==> src/rtl/arbiter_pkg.sv <==
// Shared types and helpers for the N-channel round-robin mutex arbiter.
package arbiter_pkg;

    typedef enum logic [1:0] {
        ST_IDLE = 2'd0,
        ST_OWN  = 2'd1,
        ST_GAP  = 2'd2
    } state_t;

    // Round-robin successor of a channel index, wrapping from n-1 back to 0.
    function automatic int rr_next(input int ptr, input int n);
        return (ptr + 1 >= n) ? 0 : ptr + 1;
    endfunction

endpackage

==> src/rtl/rr_pick.sv <==
// Combinational round-robin picker: rotate the eligible vector so ptr sits at
// bit 0, take the lowest set bit, then rotate the index back.
module rr_pick #(
    parameter int N   = 4,
    parameter int IDW = $clog2(N)
) (
    input  logic [N-1:0]   elig,
    input  logic [IDW-1:0] ptr,
    output logic [N-1:0]   win,
    output logic [IDW-1:0] win_id
);

    logic [2*N-1:0] w_dbl;
    logic [N-1:0]   w_rot;
    logic [IDW-1:0] w_off;
    logic           w_found;
    logic [IDW:0]   w_sum;
    logic [IDW:0]   w_wrap;

    assign w_dbl = {elig, elig};
    assign w_rot = w_dbl[int'(ptr) +: N];

    always_comb begin
        w_off   = '0;
        w_found = 1'b0;
        for (int k = 0; k < N; k++) begin
            if (!w_found && w_rot[k]) begin
                w_found = 1'b1;
                w_off   = IDW'(k);
            end
        end
    end

    assign w_sum  = {1'b0, ptr} + {1'b0, w_off};
    assign w_wrap = w_sum - (IDW+1)'(N);

    always_comb begin
        win_id = '0;
        win    = '0;
        if (w_found) begin
            win_id = (w_sum >= (IDW+1)'(N)) ? w_wrap[IDW-1:0] : w_sum[IDW-1:0];
            win    = N'(1) << win_id;
        end
    end

endmodule

==> src/rtl/arbiter_n_mutex.sv <==
// N-channel mutex: round-robin grant, held until release, one-cycle dead gap,
// optional hold timeout that revokes and locks a stuck owner.
//   state   | meaning
//   ST_IDLE | no grant, arbitrate every cycle
//   ST_OWN  | exactly one grant bit high, owner in r_grant_id
//   ST_GAP  | single dead cycle between owners, arbitrate for the next one
module arbiter_n_mutex
    import arbiter_pkg::*;
#(
    parameter int N        = 4,
    parameter int HOLD_MAX = 0,
    parameter int IDW      = $clog2(N)
) (
    input  logic           clk,
    input  logic           rst_n,
    input  logic [N-1:0]   req,
    output logic [N-1:0]   grant,
    output logic [IDW-1:0] grant_id,
    output logic           busy,
    output logic           timeout
);

    localparam int CW = (HOLD_MAX > 0) ? $clog2(HOLD_MAX + 1) : 1;
    localparam logic [CW-1:0] HOLD_TC  = CW'((HOLD_MAX > 0) ? HOLD_MAX - 1 : 0);
    localparam logic [CW-1:0] HOLD_SAT = CW'(HOLD_MAX);

    state_t         r_state;
    state_t         w_state_nxt;
    logic [N-1:0]   r_grant;
    logic [N-1:0]   w_grant_nxt;
    logic [IDW-1:0] r_grant_id;
    logic [IDW-1:0] w_grant_id_nxt;
    logic [IDW-1:0] r_ptr;
    logic [IDW-1:0] w_ptr_nxt;
    logic [N-1:0]   r_lock;
    logic [N-1:0]   w_lock_nxt;
    logic [CW-1:0]  r_cnt;
    logic [CW-1:0]  w_cnt_nxt;
    logic           r_timeout;
    logic           w_timeout_nxt;

    logic [N-1:0]   w_elig;
    logic [N-1:0]   w_win;
    logic [IDW-1:0] w_win_id;

    assign w_elig = req & ~r_lock;

    rr_pick #(
        .N   (N),
        .IDW (IDW)
    ) u_pick (
        .elig   (w_elig),
        .ptr    (r_ptr),
        .win    (w_win),
        .win_id (w_win_id)
    );

    always_ff @(posedge clk or negedge rst_n) begin
        if (!rst_n) begin
            r_state    <= ST_IDLE;
            r_grant    <= '0;
            r_grant_id <= '0;
            r_ptr      <= '0;
            r_lock     <= '0;
            r_cnt      <= '0;
            r_timeout  <= 1'b0;
        end else begin
            r_state    <= w_state_nxt;
            r_grant    <= w_grant_nxt;
            r_grant_id <= w_grant_id_nxt;
            r_ptr      <= w_ptr_nxt;
            r_lock     <= w_lock_nxt;
            r_cnt      <= w_cnt_nxt;
            r_timeout  <= w_timeout_nxt;
        end
    end

    always_comb begin
        w_state_nxt    = r_state;
        w_grant_nxt    = r_grant;
        w_grant_id_nxt = r_grant_id;
        w_ptr_nxt      = r_ptr;
        // A lock survives only while its request stays high.
        w_lock_nxt     = r_lock & req;
        w_cnt_nxt      = r_cnt;
        w_timeout_nxt  = 1'b0;

        case (r_state)
            ST_IDLE, ST_GAP: begin
                if (|w_elig) begin
                    w_state_nxt    = ST_OWN;
                    w_grant_nxt    = w_win;
                    w_grant_id_nxt = w_win_id;
                    w_ptr_nxt      = IDW'(rr_next(int'(w_win_id), N));
                    w_cnt_nxt      = '0;
                end else begin
                    w_state_nxt    = ST_IDLE;
                    w_grant_nxt    = '0;
                    w_grant_id_nxt = '0;
                end
            end
            ST_OWN: begin
                // Release is tested first so a coincident timeout is a plain release.
                if (!req[r_grant_id]) begin
                    w_state_nxt    = ST_GAP;
                    w_grant_nxt    = '0;
                    w_grant_id_nxt = '0;
                end else if ((HOLD_MAX > 0) && (r_cnt == HOLD_TC)) begin
                    w_state_nxt              = ST_GAP;
                    w_grant_nxt              = '0;
                    w_grant_id_nxt           = '0;
                    w_timeout_nxt            = 1'b1;
                    w_lock_nxt[r_grant_id]   = 1'b1;
                end else if (r_cnt != HOLD_SAT) begin
                    w_cnt_nxt = r_cnt + 1'b1;
                end
            end
            default: begin
                w_state_nxt    = ST_IDLE;
                w_grant_nxt    = '0;
                w_grant_id_nxt = '0;
            end
        endcase
    end

    assign grant    = r_grant;
    assign grant_id = r_grant_id;
    assign busy     = |r_grant;
    assign timeout  = r_timeout;

endmodule

==> config.mk <==
export PLATFORM = sky130hd
export DESIGN_NAME = arbiter_n_mutex
export DESIGN_NICKNAME = d
export VERILOG_FILES = /design/src/rtl/arbiter_pkg.sv /design/src/rtl/rr_pick.sv /design/src/rtl/arbiter_n_mutex.sv
export SDC_FILE = /design/constraint.sdc
export NUM_CORES = 1
export LEC_CHECK = 0
export BUFFER_PORTS_ARGS = -buffer_cell sky130_fd_sc_hd__buf_2
export CAP_MARGIN = 20
export CORE_MARGIN = 1.5
export CORE_UTILIZATION = 62
export CTS_BUF_LIST = sky130_fd_sc_hd__clkbuf_8
export DETAILED_ROUTE_END_ITERATION = 7
export MAX_ROUTING_LAYER = met4
export PLACE_DENSITY = 0.92
export SYNTH_ARGS = -nofsm -noshare
export SYNTH_HDL_FRONTEND = slang
export SYNTH_SLANG_ARGS = --single-unit
==> constraint.sdc <==
create_clock -name clk -period 5.27 [get_ports clk]
set_input_delay 0.7905 -clock clk [delete_from_list [all_inputs] [get_ports clk]]
set_output_delay 0.7905 -clock clk [all_outputs]
set_load 0.05 [all_outputs]
==> summary.md, run 1 <==
| Metric | Value |
|---|---|
| Outcome | complete, no violations |
| Mapped cell area | 887 um2 |
| Syn_nets | 95 |
| Core Area | 0.00132 mm2 |
| CTS sink count | 14 |
| Critical path fanouts, max | 9 |
| Antenna Violating Nets Remaining | 0 |
| Post-DP Area | 925 um2 |
| H-tree depth | 1 |
| Port Buf Inserts | 12 |
| Clk Latency, worst-skew pair | 0.24 ns |
| Period utilization | 53.9% |
| Biggest area consumer among synthesized cells | dfrtp_1 |
| Fill cell count | 87 |
| Seq/Total Area, Yosys | 39.5% |
| Max stage delay on crit path | 0.50 ns |
| Share of the synthesized area in the top cell type | 39.5% |
| Yosys cell types | 46 |
| #FFs+latches synth | 14 |
| Hold WC Path Type | input pin to asynchronous set/reset pin |
| Bufs on Longest Clock Path | 2 |
| Async SR Flop Fraction | 100% |
| Hold_buf cts | 0 |
| Cts repair resizes | 0 |
| PD cells | 636 mW/mm2 |
| DR vias | 727 |
| Max-slew headroom | 60.4% |
| Remaining Overflow, GRT | 0 |
| Endpoint type of the worst setup path | flop |
| Ports | 14 |
| # Post-CTS Setup Buffers | 0 |
| Worst reg2reg path endpoint | r_ptr[1] |
| Fin. max-slew vios | 0 |
| Synth Area per Inst | 10.1 um2 |
| Required @ worst endpoint | 5.42 ns |
| Startpoint Class | input pin |
| Leak pwr | 0.452 nW |
| Final wirelength | 1.94 mm |
| Synth top area cells | dfrtp_1 39%, a22o_1 4.9%, and2_1 2.8% |
| Max Freq | 352 MHz |
| Area grow syn2layout | 10.4% |
| Initial antenna violation count | 0 |
| Rows | 13 |
| R2R Setup Slk | 2.71 ns |
| Die area | 0.00167 mm2 |
| Iteration-0 DRC Markers | 45 |
| Vias in the first global route | 572 |
| GRT Util Overall | 27.4% |
| Max VDD drop | 0.500 mV |
| Vias/cell | 6.43 |
| RSZ-0062 raised after global routing | false |
| CP cell instances | buf_2 -> nor2b_1 -> nor3_1 -> a311oi_1 -> o21ai_0 -> ha_1 -> xor2_1 -> a31oi_1 -> o41ai_1 -> a21boi_0 |
| Starting Density | 67.3% |
| RD Place Congestion | 0.788 |
| Fin nets | 106 |
| Post-route DRC | 0 |
| Dpl hpwl | 1.33 mm |
| Detailed Routing Iterations Pass 1 | 4 |
| Layout cells sized above 1 | 21.4% |
| Slowest library cell on the worst path | nor2b_1 |
| CTS Buf Count | 3 |
| Fin Setup TNS | 0 ns |
| Post-synth EDFFs | 0 |
| Die height | 40.8 um |
| Fin Clk Skew | 0.00257 ns |
| Worst Tran Pin Value | 0.593 ns |
| Final core area utilization | 74.4% |
| Syn Inst Count | 88 |
| First-pass GRT wire length | 2.79 mm |
| ANT cells | 0 |
| Worst r2r src | r_lock[0] |
| CTS Root Buffer Type | clkbuf_8 |
| Main flop type after synthesis | dfrtp_1 |
| Largest net degree at the start of global routing | 21 |
| CP Class | input pin to flop |
| Final setup viols | 0 |
| CTS tree | yes |
| Drt wl/cell | 17.2 um |
| Clock slew at reported path FFs | 0.06 ns |
| Die X | 40.8 um |
| R2r worst-path depth | 9 |
| Post-route cell area | 980 um2 |
| Minimum clock period | 2.84 ns |
| Fin. Hold Viols | 0 |
| Worst EP arrival | 2.99 ns |
| Max-cap violations | 0 |
| Yosys warning total | 0 |
cell usage after synthesis (2+ instances only):
master,instances
a21oi_1,2
buf_4,2
nor2_1,6
a311oi_1,2
nor3_1,5
dfrtp_1,14
nor3b_1,3
nor2b_1,3
and2_1,4
buf_2,3
nand2b_1,4
a22o_1,5
nand2_1,2
critical path, delay by kind of cell:
family,cells,cell delay [ns]
compound gates,5,0.84
buf+inv,1,0.10
fa+ha+maj,1,0.36
simple gates,2,0.62
xor+xnor,1,0.29
placed cells by master (no fill, tap or decap), drive strengths merged, types with 2 or more instances in the layout:
cell,synthesis,routed
dfrtp,14,14
buf,6,12
nor2,6,6
nor3,5,5
a22o,5,5
nand2b,4,4
and2,4,4
clkbuf,0,4
nor2b,4,4
nor3b,4,4
a311oi,2,2
a21oi,2,2
nand2,2,2
o21ai,2,2
mux2i,2,2
final cells by class:
type	count	area, um2	share of cell area (%)
clock buffer	4	55.1	5.62
inverter	1	3.75	0.383
multi-input combinational	67	492	50.2
sequential	14	350	35.8
tap	15	18.8	1.92
timing repair buffer	12	60.1	6.13
power by group:
| part | total, mW | switching, mW | internal (mW) |
|---|---|---|---|
| sequential | 0.187 | 0.0496 | 0.137 |
| clock | 0.104 | 0.0381 | 0.0661 |
| combinational | 0.332 | 0.202 | 0.131 |
| total | 0.624 | 0.289 | 0.334 |
cells by family (layout without fill, tap and decap cells):
family | count (synthesis) | in the layout | synth area share [%]
and+or+nand+nor | 36 | 36 | 25.4
AOI/OAI and AO/OA | 25 | 25 | 22.0
DFF | 14 | 14 | 39.5
buffers and inverters | 7 | 17 | 5.08
muxes | 3 | 3 | 5.22
adders and majority gates | 1 | 1 | 1.41
other | 1 | 1 | 0.423
xor gates and xnor gates | 1 | 1 | 0.987
metrics by stage:
stage / instances / power [mW] / setup slack (ns) / hold slack (ns)
finish: 113 / 0.624 / 2.43 / 0.439
global route: 113 / 0.657 / 2.29 / 0.465
CTS: 113 / 0.621 / 2.47 / 0.440
detailed placement: 109 / 0.510 / 2.20 / 0.448
global placement: 109 / 0.496 / 2.36 / 0.439
floorplan: 88 / 0.454 / 2.82 / 0.429
worst max path at each step:
stage | startpoint | endpoint | slack [ns] | cells past startpoint
finish | req[0] | r_ptr[1] | 2.43 | 10
global route | req[0] | r_ptr[1] | 2.29 | 10
CTS | req[0] | r_ptr[1] | 2.47 | 10
detailed placement | req[0] | r_ptr[1] | 2.20 | 10
global placement | req[0] | r_ptr[1] | 2.36 | 10
floorplan | req[0] | r_ptr[1] | 2.82 | 10
state kept, by name, indices dropped and copies added (netlist names):
signal,cells
grant,4
grant_id,2
r_lock,4
r_ptr,2
r_state,2
metal layers:
layer | part of all wire, % | wire length, um | GRT usage, %
met5 | 0 | 0 | -
met3 | 4.0 | 78 | 4.89
met1 | 49 | 954 | 41.8
met4 | 0.52 | 10 | 7.50
met2 | 46 | 894 | 36.7
No activity file was read; power rests on OpenSTA's default activity.
==> run 2: changes to the inputs <==
- CORE_UTILIZATION: 62 -> 52
- PLACE_DENSITY: 0.92 -> 0.83
- clock period: 5.27 -> 2.6 ns (I/O delays scaled with it)
==> summary.md, run 2 (synthesis gave the netlist of run 1 again) <==
| Metric | Value |
|---|---|
| Max stage delay on crit path | 0.47 ns |
| Sequential Power Share | 29.3% |
| Vias/cell | 6.26 |
| Commonest non-fill, non-tap cell in the layout | dfrtp_1 |
| RD Place Congestion | 0.817 |
| Startpoint Class | flop |
| Detailed Routing Iterations Pass 1 | 4 |
| DR vias | 726 |
| Area grow syn2layout | 12.3% |
| Worst r2r src | r_lock[1] |
| Cts repair resizes | 0 |
| Worst reg2reg path endpoint | r_ptr[1] |
| Endpoint type of the worst setup path | flop |
| Rows | 14 |
| CTS Buf Count | 3 |
| Hold_buf cts | 0 |
| Leak pwr | 0.462 nW |
| Required @ worst endpoint | 2.76 ns |
| # Post-CTS Setup Buffers | 0 |
| Fin nets | 108 |
| GRT Util Overall | 21.4% |
| ANT cells | 0 |
| CTS Root Buffer Type | clkbuf_8 |
| Fin. max-slew vios | 0 |
| Die height | 44.3 um |
| Final wirelength | 1.73 mm |
| CTS tree | yes |
| Ports | 14 |
| Iteration-0 DRC Markers | 17 |
| Fin. Hold Viols | 0 |
| Bufs on Longest Clock Path | 2 |
| Minimum clock period | 2.36 ns |
| Pint | 0.688 mW |
| R2R Setup Slk | 0.24 ns |
| Antenna Violating Nets Remaining | 0 |
| Starting Density | 56.9% |
| Switch share | 44.9% |
| RSZ-0062 raised after global routing | false |
| Clock slew at reported path FFs | 0.06 ns |
| Worst Tran Pin Value | 0.540 ns |
| H-tree depth | 1 |
| Max-cap violations | 0 |
| Port Buf Inserts | 12 |
| Dpl hpwl | 1.29 mm |
| CTS sink count | 14 |
| Post-route DRC | 0 |
| Period utilization | 90.6% |
| Largest net degree at the start of global routing | 15 |
| Slowest library cell on the worst path | a2111oi_0 |
| Psw | 0.561 mW |
| First-pass GRT wire length | 2.95 mm |
| Clock network fraction of total power | 16.4% |
| Hold WC Path Type | input pin to asynchronous set/reset pin |
| CP Class | flop to flop |
| Vias in the first global route | 670 |
| Layout cells sized above 1 | 23.0% |
| CP cell instances | nand2b_1 -> a2111oi_0 -> a21oi_1 -> o21ai_0 -> ha_1 -> xor2_1 -> a31oi_1 -> o41ai_1 -> a21boi_0 |
| Outcome | complete, no violations |
| Fin Clk Skew | 0.00141 ns |
| Remaining Overflow, GRT | 0 |
| Clk Latency, worst-skew pair | 0.24 ns |
| Most frequent cells in the layout | 14 x dfrtp_1, 12 x buf_2, 6 x nor2_1, 5 x nor3_1, 5 x a22o_1 |
| Drt wl/cell | 14.9 um |
| Core Area | 0.00156 mm2 |
| Max-slew headroom | 63.7% |
| Max VDD drop | 0.850 mV |
| Critical path fanouts, max | 5 |
| Die area | 0.00196 mm2 |
| Initial antenna violation count | 0 |
| Max Freq | 424 MHz |
| Pre-CTS WS | 0.156 ns |
| Final WS setup | 0.244 ns |
| Worst EP arrival | 2.51 ns |
| Final setup viols | 0 |
| Logic pwr share | 54.3% |
| Die X | 44.3 um |
| Fin Setup TNS | 0 ns |
| PD cells | 1250 mW/mm2 |
| R2r worst-path depth | 9 |
-- run 2: critical path, delay by kind of cell, from the launching register on --
family                   cells  cell delay (ns)
AO/OA/AOI/OAI                6             1.06
XOR/XNOR                     1             0.29
adder cells (fa/ha/maj)      1             0.31
flip-flops                   1             0.39
AND/OR/NAND/NOR              1             0.22
-- run 2: metrics by stage --
stage / hold WS (ns) / utilization (%) / cell area, um2 / power [mW] / std cells
after floorplan: 0.0944 / - / 887 / 0.919 / 88
after global placement: 0.297 / 60.4 / 941 / 1.02 / 112
after detailed placement: 0.296 / 60.4 / 941 / 1.04 / 112
after CTS: 0.0369 / 63.9 / 996 / 1.25 / 116
after global routing: 0.0600 / 63.9 / 996 / 1.34 / 116
final: 0.0335 / 63.9 / 996 / 1.25 / 116
-- run 2: worst max path at each step --
stage                          end  startpoint  cells past startpoint  slack [ns]
after detailed placement  r_ptr[1]      req[0]                     10        0.16
final                     r_ptr[1]   r_lock[1]                      9        0.24
after global routing      r_ptr[1]   r_lock[0]                      9        0.01
after global placement    r_ptr[1]      req[0]                     10        0.28
after floorplan           r_ptr[1]    r_ptr[0]                     10        0.46
after CTS                 r_ptr[1]   r_lock[1]                      9        0.28
-- run 2: power groups by stage --
stage	Combinational [mW]	Clock (mW)	Sequential (mW)
2_1_floorplan	0.511	0	0.408
3_3_place_gp	0.659	0	0.365
3_5_place_dp	0.673	0	0.367
4_1_cts	0.677	0.210	0.363
5_1_grt	0.745	0.220	0.378
6_report	0.678	0.205	0.366
-- run 2: layer usage --
metal  share of wire (%)  track usage [%]
met1                  50             28.5
met2                  46             32.6
met3                 2.8             4.90
met4                0.58             6.67
met5                   0                -
-- run 2: cell type report --
type                    instances  area (um2)
clock buffers                   4        55.1
inverters                       1        3.75
well taps                      16        20.0
repair buffers                 14        75.1
flip-flops and latches         14         350
fillers                       120         563
multi-input cells              67         492
